File: config.mk
export PLATFORM = sky130hd
export DESIGN_NAME = fc_serial_flat
export DESIGN_NICKNAME = d
export VERILOG_FILES = /design/src/rtl/tcb_cnn_pkg.sv /design/src/rtl/fc_serial_if.sv /design/src/rtl/mac_unit.sv /design/src/rtl/fc_serial.sv /design/src/flat_wrapper.sv
export SDC_FILE = /design/constraint.sdc
export NUM_CORES = 2
export LEC_CHECK = 0
export CAP_MARGIN = 20
export CORE_MARGIN = 2
export CORE_UTILIZATION = 30
export CTS_CLUSTER_DIAMETER = 120
export DETAILED_ROUTE_END_ITERATION = 10
export PLACE_DENSITY_LB_ADDON = 0.25
export SLEW_MARGIN = 10
export SYNTH_ARGS = -nofsm -noshare
export SYNTH_HDL_FRONTEND = slang
export SYNTH_HIERARCHICAL = 1
export SYNTH_SLANG_ARGS = --single-unit
File: constraint.sdc
create_clock -name clk -period 21.7 [get_ports clk]
set_input_delay 6.51 -clock clk [delete_from_list [all_inputs] [get_ports clk]]
set_output_delay 6.51 -clock clk [all_outputs]
set_load 0.05 [all_outputs]
File: src/rtl/tcb_cnn_pkg.sv
// rtl/tcb_cnn_pkg.sv - shared types and arithmetic helpers for the TCB CNN datapath
// Contents:
//   fc_state_t  IDLE/RUN/DONE state encoding of the serial FC layer
//   clog2       ceiling log2 (clog2(1) = 0)
//   acc_width   accumulator width that cannot overflow for n products plus a bias
//   saturate    clamp a signed value to a signed range of the given width
package tcb_cnn_pkg;

    typedef enum logic [1:0] {
        ST_IDLE = 2'd0,
        ST_RUN  = 2'd1,
        ST_DONE = 2'd2
    } fc_state_t;

    function automatic int clog2(input int value);
        int r;
        int v;
        r = 0;
        v = value - 1;
        while (v > 0) begin
            r = r + 1;
            v = v >> 1;
        end
        return r;
    endfunction

    // n products plus one bias term, each bounded by a full product.
    function automatic int acc_width(input int data_w, input int weight_w, input int n);
        return data_w + weight_w + clog2(n + 1);
    endfunction

    // Width-generic through a 64-bit carrier; callers cast the result down.
    function automatic logic signed [63:0] saturate(input logic signed [63:0] value,
                                                    input int width);
        logic signed [63:0] max_v;
        logic signed [63:0] min_v;
        max_v = (64'sd1 <<< (width - 1)) - 64'sd1;
        min_v = -(64'sd1 <<< (width - 1));
        if (value > max_v)
            return max_v;
        else if (value < min_v)
            return min_v;
        else
            return value;
    endfunction

endpackage

File: src/rtl/fc_serial_if.sv
// rtl/fc_serial_if.sv - vector handshake and weight memory bus of the serial FC layer
// Signals:
//   layer_in  packed signed input nodes, node j at [j*DATA_WIDTH +: DATA_WIDTH]
//   valid     single-cycle start pulse
//   w_addr    weight memory read address
//   w_en      weight memory read enable
//   w_data    weight memory read data, valid the cycle after w_en
//   busy      run in progress
//   ready     one-cycle pulse, layer_out updated
//   layer_out packed signed results, node k at [k*DATA_WIDTH +: DATA_WIDTH]
// Modports: master = upstream stage plus weight memory, slave = fc_serial.
interface fc_serial_if #(
    parameter int INPUT_NODE   = 25,
    parameter int OUTPUT_NODE  = 10,
    parameter int DATA_WIDTH   = 19,
    parameter int WEIGHT_WIDTH = 16,
    parameter int ADDR_WIDTH   = 9
);
    logic [DATA_WIDTH*INPUT_NODE-1:0]  layer_in;
    logic                              valid;
    logic [ADDR_WIDTH-1:0]             w_addr;
    logic                              w_en;
    logic [WEIGHT_WIDTH-1:0]           w_data;
    logic                              busy;
    logic                              ready;
    logic [DATA_WIDTH*OUTPUT_NODE-1:0] layer_out;

    modport master (
        output layer_in, valid, w_data,
        input  w_addr, w_en, busy, ready, layer_out
    );

    modport slave (
        input  layer_in, valid, w_data,
        output w_addr, w_en, busy, ready, layer_out
    );
endinterface

File: src/rtl/mac_unit.sv
// rtl/mac_unit.sv - signed multiply-accumulate with synchronous clear and bias-add path
// Ports:
//   clk, rst  clock, synchronous active-high reset (clears acc)
//   en        consume one word this cycle
//   bias_sel  word is a bias: acc is cleared instead of accumulated
//   x         signed data operand
//   w         signed weight or bias word
//   result    acc + (sign-extended w << FRAC_BITS), meaningful when bias_sel
module mac_unit #(
    parameter int DATA_WIDTH   = 19,
    parameter int WEIGHT_WIDTH = 16,
    parameter int ACC_WIDTH    = 40,
    parameter int FRAC_BITS    = 8
) (
    input  logic                        clk,
    input  logic                        rst,
    input  logic                        en,
    input  logic                        bias_sel,
    input  logic signed [DATA_WIDTH-1:0]   x,
    input  logic signed [WEIGHT_WIDTH-1:0] w,
    output logic signed [ACC_WIDTH-1:0]    result
);
    localparam int PROD_WIDTH = DATA_WIDTH + WEIGHT_WIDTH;

    logic signed [ACC_WIDTH-1:0]  acc;
    logic signed [PROD_WIDTH-1:0] prod;
    logic signed [ACC_WIDTH-1:0]  bias_ext;

    assign prod     = PROD_WIDTH'(x) * PROD_WIDTH'(w);
    // Bias shares FRAC_BITS with the weights; align it to the Q(2*FRAC) product scale.
    assign bias_ext = ACC_WIDTH'(w) <<< FRAC_BITS;
    assign result   = acc + bias_ext;

    always_ff @(posedge clk) begin
        if (rst)
            acc <= '0;
        else if (en) begin
            if (bias_sel)
                acc <= '0;
            else
                acc <= acc + ACC_WIDTH'(prod);
        end
    end
endmodule

File: src/rtl/fc_serial.sv
// rtl/fc_serial.sv - time-multiplexed fully connected layer with one MAC and streamed weights
// Ports:
//   clk  clock
//   rst  synchronous active-high reset; aborts a run and zeroes layer_out
//   bus  fc_serial_if.slave: layer_in/valid in, w_addr/w_en/w_data weight memory,
//        busy/ready/layer_out out
// Build option: FC_RELU_EN clamps negative saturated outputs to 0.
module fc_serial
    import tcb_cnn_pkg::*;
#(
    parameter int INPUT_NODE   = 25,
    parameter int OUTPUT_NODE  = 10,
    parameter int DATA_WIDTH   = 19,
    parameter int WEIGHT_WIDTH = 16,
    parameter int FRAC_BITS    = 8,
    parameter int ADDR_WIDTH   = 9
) (
    input  logic        clk,
    input  logic        rst,
    fc_serial_if.slave  bus
);
    localparam int K         = OUTPUT_NODE * (INPUT_NODE + 1);
    localparam int IW        = clog2(INPUT_NODE + 1);
    localparam int KW        = clog2(OUTPUT_NODE + 1);
    localparam int ACC_WIDTH = acc_width(DATA_WIDTH, WEIGHT_WIDTH, INPUT_NODE);

    fc_state_t state, state_n;

    logic [IW-1:0] i_cnt, rd_i;
    logic [KW-1:0] k_cnt, rd_k;
    logic          rd_vld;
    logic          last_addr;
    logic          bias_word;

    // Extra zero entry at index INPUT_NODE is what the MAC sees on the bias word.
    logic signed [DATA_WIDTH-1:0] in_buf [0:INPUT_NODE];

    logic signed [ACC_WIDTH-1:0]  result;
    logic signed [ACC_WIDTH-1:0]  shifted;
    logic signed [DATA_WIDTH-1:0] node_val;

    assign last_addr = (bus.w_addr == ADDR_WIDTH'(K - 1));
    assign bias_word = (rd_i == IW'(INPUT_NODE));

    always_ff @(posedge clk) begin
        if (rst)
            state <= ST_IDLE;
        else
            state <= state_n;
    end

    always_comb begin
        state_n  = state;
        bus.w_en = 1'b0;
        bus.busy = 1'b0;
        case (state)
            ST_IDLE: begin
                if (bus.valid)
                    state_n = ST_RUN;
            end
            ST_RUN: begin
                bus.w_en = 1'b1;
                bus.busy = 1'b1;
                if (last_addr)
                    state_n = ST_DONE;
            end
            ST_DONE: begin
                bus.busy = 1'b1;
                state_n  = ST_IDLE;
            end
            default: state_n = ST_IDLE;
        endcase
    end

    // Read data lags the address by one cycle; rd_* carry the matching indices.
    always_ff @(posedge clk) begin
        if (rst) begin
            bus.w_addr    <= '0;
            bus.ready     <= 1'b0;
            bus.layer_out <= '0;
            i_cnt         <= '0;
            k_cnt         <= '0;
            rd_i          <= '0;
            rd_k          <= '0;
            rd_vld        <= 1'b0;
            for (int j = 0; j <= INPUT_NODE; j++)
                in_buf[j] <= '0;
        end else begin
            bus.ready <= (state == ST_DONE);
            rd_vld    <= bus.w_en;
            rd_i      <= i_cnt;
            rd_k      <= k_cnt;

            if (state == ST_IDLE && bus.valid) begin
                for (int j = 0; j < INPUT_NODE; j++)
                    in_buf[j] <= signed'(bus.layer_in[j*DATA_WIDTH +: DATA_WIDTH]);
                in_buf[INPUT_NODE] <= '0;
                bus.w_addr <= '0;
                i_cnt      <= '0;
                k_cnt      <= '0;
            end else if (state == ST_RUN) begin
                if (!last_addr)
                    bus.w_addr <= bus.w_addr + 1'b1;
                if (i_cnt == IW'(INPUT_NODE)) begin
                    i_cnt <= '0;
                    k_cnt <= k_cnt + 1'b1;
                end else begin
                    i_cnt <= i_cnt + 1'b1;
                end
            end

            if (rd_vld && bias_word)
                bus.layer_out[rd_k*DATA_WIDTH +: DATA_WIDTH] <= node_val;
        end
    end

    mac_unit #(
        .DATA_WIDTH   (DATA_WIDTH),
        .WEIGHT_WIDTH (WEIGHT_WIDTH),
        .ACC_WIDTH    (ACC_WIDTH),
        .FRAC_BITS    (FRAC_BITS)
    ) u_mac (
        .clk      (clk),
        .rst      (rst),
        .en       (rd_vld),
        .bias_sel (bias_word),
        .x        (in_buf[rd_i]),
        .w        (signed'(bus.w_data)),
        .result   (result)
    );

    // Drop the product's extra FRAC_BITS; >>> floors toward minus infinity.
    assign shifted = result >>> FRAC_BITS;

`ifdef FC_RELU_EN
    logic signed [DATA_WIDTH-1:0] sat_val;
    assign sat_val  = DATA_WIDTH'(saturate(64'(shifted), DATA_WIDTH));
    assign node_val = sat_val[DATA_WIDTH-1] ? '0 : sat_val;
`else
    assign node_val = DATA_WIDTH'(saturate(64'(shifted), DATA_WIDTH));
`endif

endmodule
File: src/flat_wrapper.sv
// flat-port wrapper written by rule: the top's interface ports become plain ports
module fc_serial_flat import tcb_cnn_pkg::*;
#(
    parameter int INPUT_NODE   = 25,
    parameter int OUTPUT_NODE  = 10,
    parameter int DATA_WIDTH   = 19,
    parameter int WEIGHT_WIDTH = 16,
    parameter int FRAC_BITS    = 8,
    parameter int ADDR_WIDTH   = 9
)
  (clk, rst, bus_layer_in, bus_valid, bus_w_data, bus_w_addr, bus_w_en, bus_busy, bus_ready, bus_layer_out);
  fc_serial_if #(.INPUT_NODE(INPUT_NODE), .OUTPUT_NODE(OUTPUT_NODE), .DATA_WIDTH(DATA_WIDTH), .WEIGHT_WIDTH(WEIGHT_WIDTH), .ADDR_WIDTH(ADDR_WIDTH)) bus_i ();
  input  logic clk;
  input  logic rst;
  input wire logic [$bits(bus_i.layer_in)-1:0] bus_layer_in;
  input wire logic [$bits(bus_i.valid)-1:0] bus_valid;
  input wire logic [$bits(bus_i.w_data)-1:0] bus_w_data;
  output wire logic [$bits(bus_i.w_addr)-1:0] bus_w_addr;
  output wire logic [$bits(bus_i.w_en)-1:0] bus_w_en;
  output wire logic [$bits(bus_i.busy)-1:0] bus_busy;
  output wire logic [$bits(bus_i.ready)-1:0] bus_ready;
  output wire logic [$bits(bus_i.layer_out)-1:0] bus_layer_out;
  assign bus_i.layer_in = bus_layer_in;
  assign bus_i.valid = bus_valid;
  assign bus_i.w_data = bus_w_data;
  assign bus_w_addr = bus_i.w_addr;
  assign bus_w_en = bus_i.w_en;
  assign bus_busy = bus_i.busy;
  assign bus_ready = bus_i.ready;
  assign bus_layer_out = bus_i.layer_out;
  fc_serial #(.INPUT_NODE(INPUT_NODE), .OUTPUT_NODE(OUTPUT_NODE), .DATA_WIDTH(DATA_WIDTH), .WEIGHT_WIDTH(WEIGHT_WIDTH), .FRAC_BITS(FRAC_BITS), .ADDR_WIDTH(ADDR_WIDTH)) u_core (.clk(clk), .rst(rst), .bus(bus_i));
endmodule
Word level (Yosys, flattened, before mapping)
Memories as Yosys holds them, arrays and structs flattened. A register that Yosys moved wholly into a read port is not among the register bits.
Index checks and enable logic that the tools add are counted.
Cells by class
  add/subtract/negate cells: 6
  $mul: 2
  $lt $le $gt $ge: 2
  equal/unequal tests: 7
  shift operators: 2
  multiplexer cells: 42
  bitwise operators: 27
  reduce and logical (&&, ||, !) cells: 8
Operators by type and width (count)
  $mux 19: 28
  $bwmux 190: 1
  $shift 19x34->190 const A: 1
  $shiftx 19x34->190: 1
  $add 40x24->40: 1
  $add 40x35->40: 1
  $mux 40: 1
  $mul 19x16->35: 1
  $neg 9->34: 1
  $gt 32x19->1 const B: 1
  $lt 32x19->1 const B: 1
  $or 1x1->1: 26
  $eq 5x5->1 const B: 2
  $mux 5: 2
  $add 9x1->9 const B: 1
  $eq 9x9->1 const B: 1
  $mul 4x5->9 const B: 1
  $mux 1: 7
  $reduce_and 2->1: 3
  $add 5x1->5 const B: 1
  $add 4x1->4 const B: 1
  $mux 2: 2
  $pmux 2 s2: 1
  $reduce_or 2->1: 2
  7 further kinds: 8
Storage, ports and cells
  register bits after elaboration: 261
  RAM bits: 494
  bits of input ports: 494
  output and inout port bits: 202
  memories kept: 1
Memory list
  u_core.in_buf: words 26, width 19, read ports 1, clocked after Yosys merged registers in 1, write ports 26, line fc_serial.sv:36  | logic signed [DATA_WIDTH-1:0] in_buf [0:INPUT_NODE];

Depth between registers and ports, before layout
  depth in word-level cells: 6
  depth in mapped cells: 32

Modules after synthesis
Netlist, hierarchy kept.
Modules (own cells, without submodules)
  fc_serial: times used 1, cells an instance 2030, area an instance 29468.3 sq um, sequential area each 18687.9 sq um
  mac_unit: times used 1, cells an instance 1841, area an instance 16278.1 sq um, sequential area each 800.8 sq um

Least setup slack after synthesis
Ideal clock, no wire load.
  path kind: input port to flip-flop
  start: in rst
  end: mem u_core.in_buf[0][0] (enable)
  arrival: 19.883 ns
  data required time: 20.676 ns
  path slack: 0.793 ns
  cell stages on the path: 3
  buffers on the path: 2
  cells stage by stage: clkbuf_1 > nand2b_1 > clkbuf_1
RTL lines
  start, declared: line flat_wrapper.sv:14  | input logic rst;
  end, declared: line fc_serial.sv:36

Worst setup path after layout
  start: in bus_w_data[15]
  end: reg u_core.u_mac.acc[38]
On the way
  longest elaborated chain between the ends: 3
RTL lines
  start, declared: line flat_wrapper.sv:17  | input wire logic [$bits(bus_i.w_data)-1:0] bus_w_data;
  $mul 19x16->35: line mac_unit.sv:29  | assign prod = PROD_WIDTH'(x) * PROD_WIDTH'(w);
  $add 40x35->40: line mac_unit.sv:41  | acc <= acc + ACC_WIDTH'(prod);
  $mux 40: line mac_unit.sv:38  | if (bias_sel)
  end signal, assigned: line mac_unit.sv:41
  end, declared: line mac_unit.sv:25  | logic signed [ACC_WIDTH-1:0] acc;
Every way passes these cells.
A chain may end at the register's enable or synchronous reset.

==> reports/metrics.cfg <==
[worst_setup_path]
rrSetupSlack_ns = 11.58
critPathKind = in -> reg
cpMostUsedCell = fa_1
r2r_cells = 27
reg2reg_to = u_core/u_mac/acc[39]$_SDFFE_PP0P_
cp_max_fo = 19
path_cells = clkdlybuf4s50_1 -> clkinv_1 -> nor2_1 -> fa_1 -> fa_1 -> fa_1 -> fa_1 -> fa_1 -> inv_1 -> fa_1 -> inv_1 -> ha_1 -> a21oi_1 -> o21ai_0 -> a31oi_1 -> a21oi_1 -> a2111oi_2 -> o311ai_1 -> a21oi_1 -> xor2_1 -> o21ai_1
timing.rr.start = u_core/rd_i[0]$_SDFF_PP0_
crit_cells = 21
crit_buf_inv = 4
critPathArrivalTime_ns = 14.10
cp_top_family = adder cells
cp.required_ns = 22.24
end_kind = register
start_kind = primary input
cp_slowest_stage_delay_ns = 1.07
critPathSlowestCell = clkdlybuf4s50_1

[timing]
finalHoldViolCount = 0
setup_viol = 0
worstMarginPinSlew_ns = 1.20
setup_tns_ns = 0
relSlewSlack_pct = 19.1
max_freq_ghz = 0.0738
rsz0062_at_grt = no
skew_ns = 0.0432
finalCritPeriodShare_pct = 62.5
maxSlewViolCount = 0
min_period_ns = 13.56
setup_ws_ns = 8.14

[final_layout]
final_area_um2 = 57900
syn_to_final_growth_pct = 26.8
layout.cells.non_filler = 6625
nets = 5529
drive_gt1_share_pct = 8.83

[clock_tree]
clock_latency_ns = 0.69
post_cts_buffers = 0
numClockSinks = 736
h-tree-depth = 3
hold_buffers = 0
tritoncts = done
root_buffer = clkbuf_16
cts_buffers = 80
clockBufferDepth = 3
ctsResizeCount = 0
path_clk_slew_ns = 0.06

[drt]
wl_um = 148000
drt-pass1-iter-count = 5
dr_total_vias = 31377
postRouteAntennaNets = 0
drt_iter0_drc = 1938
viasPerCell = 4.74
post_drt_wl_per_cell_um = 22.4
drc = 0

[placement]
portBuffers = 695
dp.cells = 6455
dp_hpwl_um = 115000
placedInstanceArea_um2 = 55100
gp_congestion = 0.877
preCtsSetupSlack_ns = 7.46

[global_routing]
grt_pass1_vias = 33040
track_usage_pct = 19.1
grt_remaining_overflow = 0
antenna_found_initial = 42
grt_max_degree = 153
grt_pass1_wl_um = 222000

[hold_path]
hold_class = reg -> reg
hold_start = u_core/bus.layer_out[3]$_SDFFE_PP0P_
holdPathStages = 2
min_to = u_core/bus.layer_out[3]$_SDFFE_PP0P_

[die]
start_util_pct = 30.1
core_um2 = 152000
rows = 143
die_height_um = 394
die_x_um = 394
die_area_um2 = 155000
top_level_ports = 696

[synth]
synth_nets = 4879
syn_area_um2 = 45700
ys_warn_count = 6
syn_inst = 3863
synth.avg_cell_area_um2 = 11.8

[job]
cap_violations = 0

[status]
outcome = finished, final reports clean

## metal layers
| metal | up-vias | share of wire (%) | track usage, % |
|---|---|---|---|
| met4 | 38 | 2.7 | 6.25 |
| met2 | 858 | 50 | 32.8 |
| met5 | - | 0.16 | 0 |
| met1 | 15755 | 42 | 24.0 |
| li1 | 14508 | - | - |
| met3 | 218 | 5.8 | 4.00 |
## worst max-delay path by stage
stage	end	slack [ns]	startpoint
finish	u_core/u_mac/acc[38]$_SDFFE_PP0P_	8.14	bus_w_data[15]
floorplan	u_core/in_buf[0][0]$_SDFFCE_PN0P_	0.79	rst
global placement	u_core/u_mac/acc[38]$_SDFFE_PP0P_	7.51	bus_w_data[15]
detailed placement	u_core/u_mac/acc[38]$_SDFFE_PP0P_	7.46	bus_w_data[15]
CTS	u_core/u_mac/acc[38]$_SDFFE_PP0P_	8.19	bus_w_data[15]
global route	u_core/u_mac/acc[38]$_SDFFE_PP0P_	7.68	bus_w_data[15]
## flip-flops by register name, indices dropped and copies added (netlist names)
register and count:
u_core/in_buf 475, u_core/bus.layer_out 190, u_core/u_mac/acc 40, u_core/bus.w_addr 9
u_core/i_cnt 5, u_core/rd_i 5, u_core/k_cnt 4, u_core/rd_k 4
u_core/state 2, u_core/bus.ready 1, u_core/rd_vld 1
## per-stage QoR
stage               util [%]  hold slack (ns)
floorplan                  -            0.447
global placement        36.3            0.434
detailed placement      36.3            0.441
CTS                     38.1            0.457
global route            38.2            0.475
finish                  38.2            0.455
## cells in the final DEF (no fill, tap or decap), drive strengths merged, types with 24 or more instances in the layout
master,n
mux4,114
or3,25
nand2b,57
clkbuf,112
buf,87
nor2b,172
and2,477
nand3,24
nand2,263
inv,433
a22o,128
o22ai,39
xor2,31
ha,158
dfxtp,261
clkdlybuf4s50,694
o21ai,67
a21oi,99
nor3,36
xnor2,49
a21o,24
nor2,109
edfxtp,475
fa,364
## cell type report
class	count	area (µm²)
flip-flops and latches	736	19500
multi-input cells	2487	23800
inverters	427	1600
clock buffers	112	2280
fillers	14790	93600
clock inverters	32	423
repair buffers	781	7680
diodes	20	50.0
well taps	2030	2540
## tightest hold or removal path: cells and delay by family (launching register included)
family	cells	cell delay, ns
AND/OR/NAND/NOR	1	0.04
flip-flops	1	0.32
AO/OA/AOI/OAI	1	0.06
Power is not shown: default switching activity piles up to over one toggle a cycle in this logic, so the estimate is an artifact.
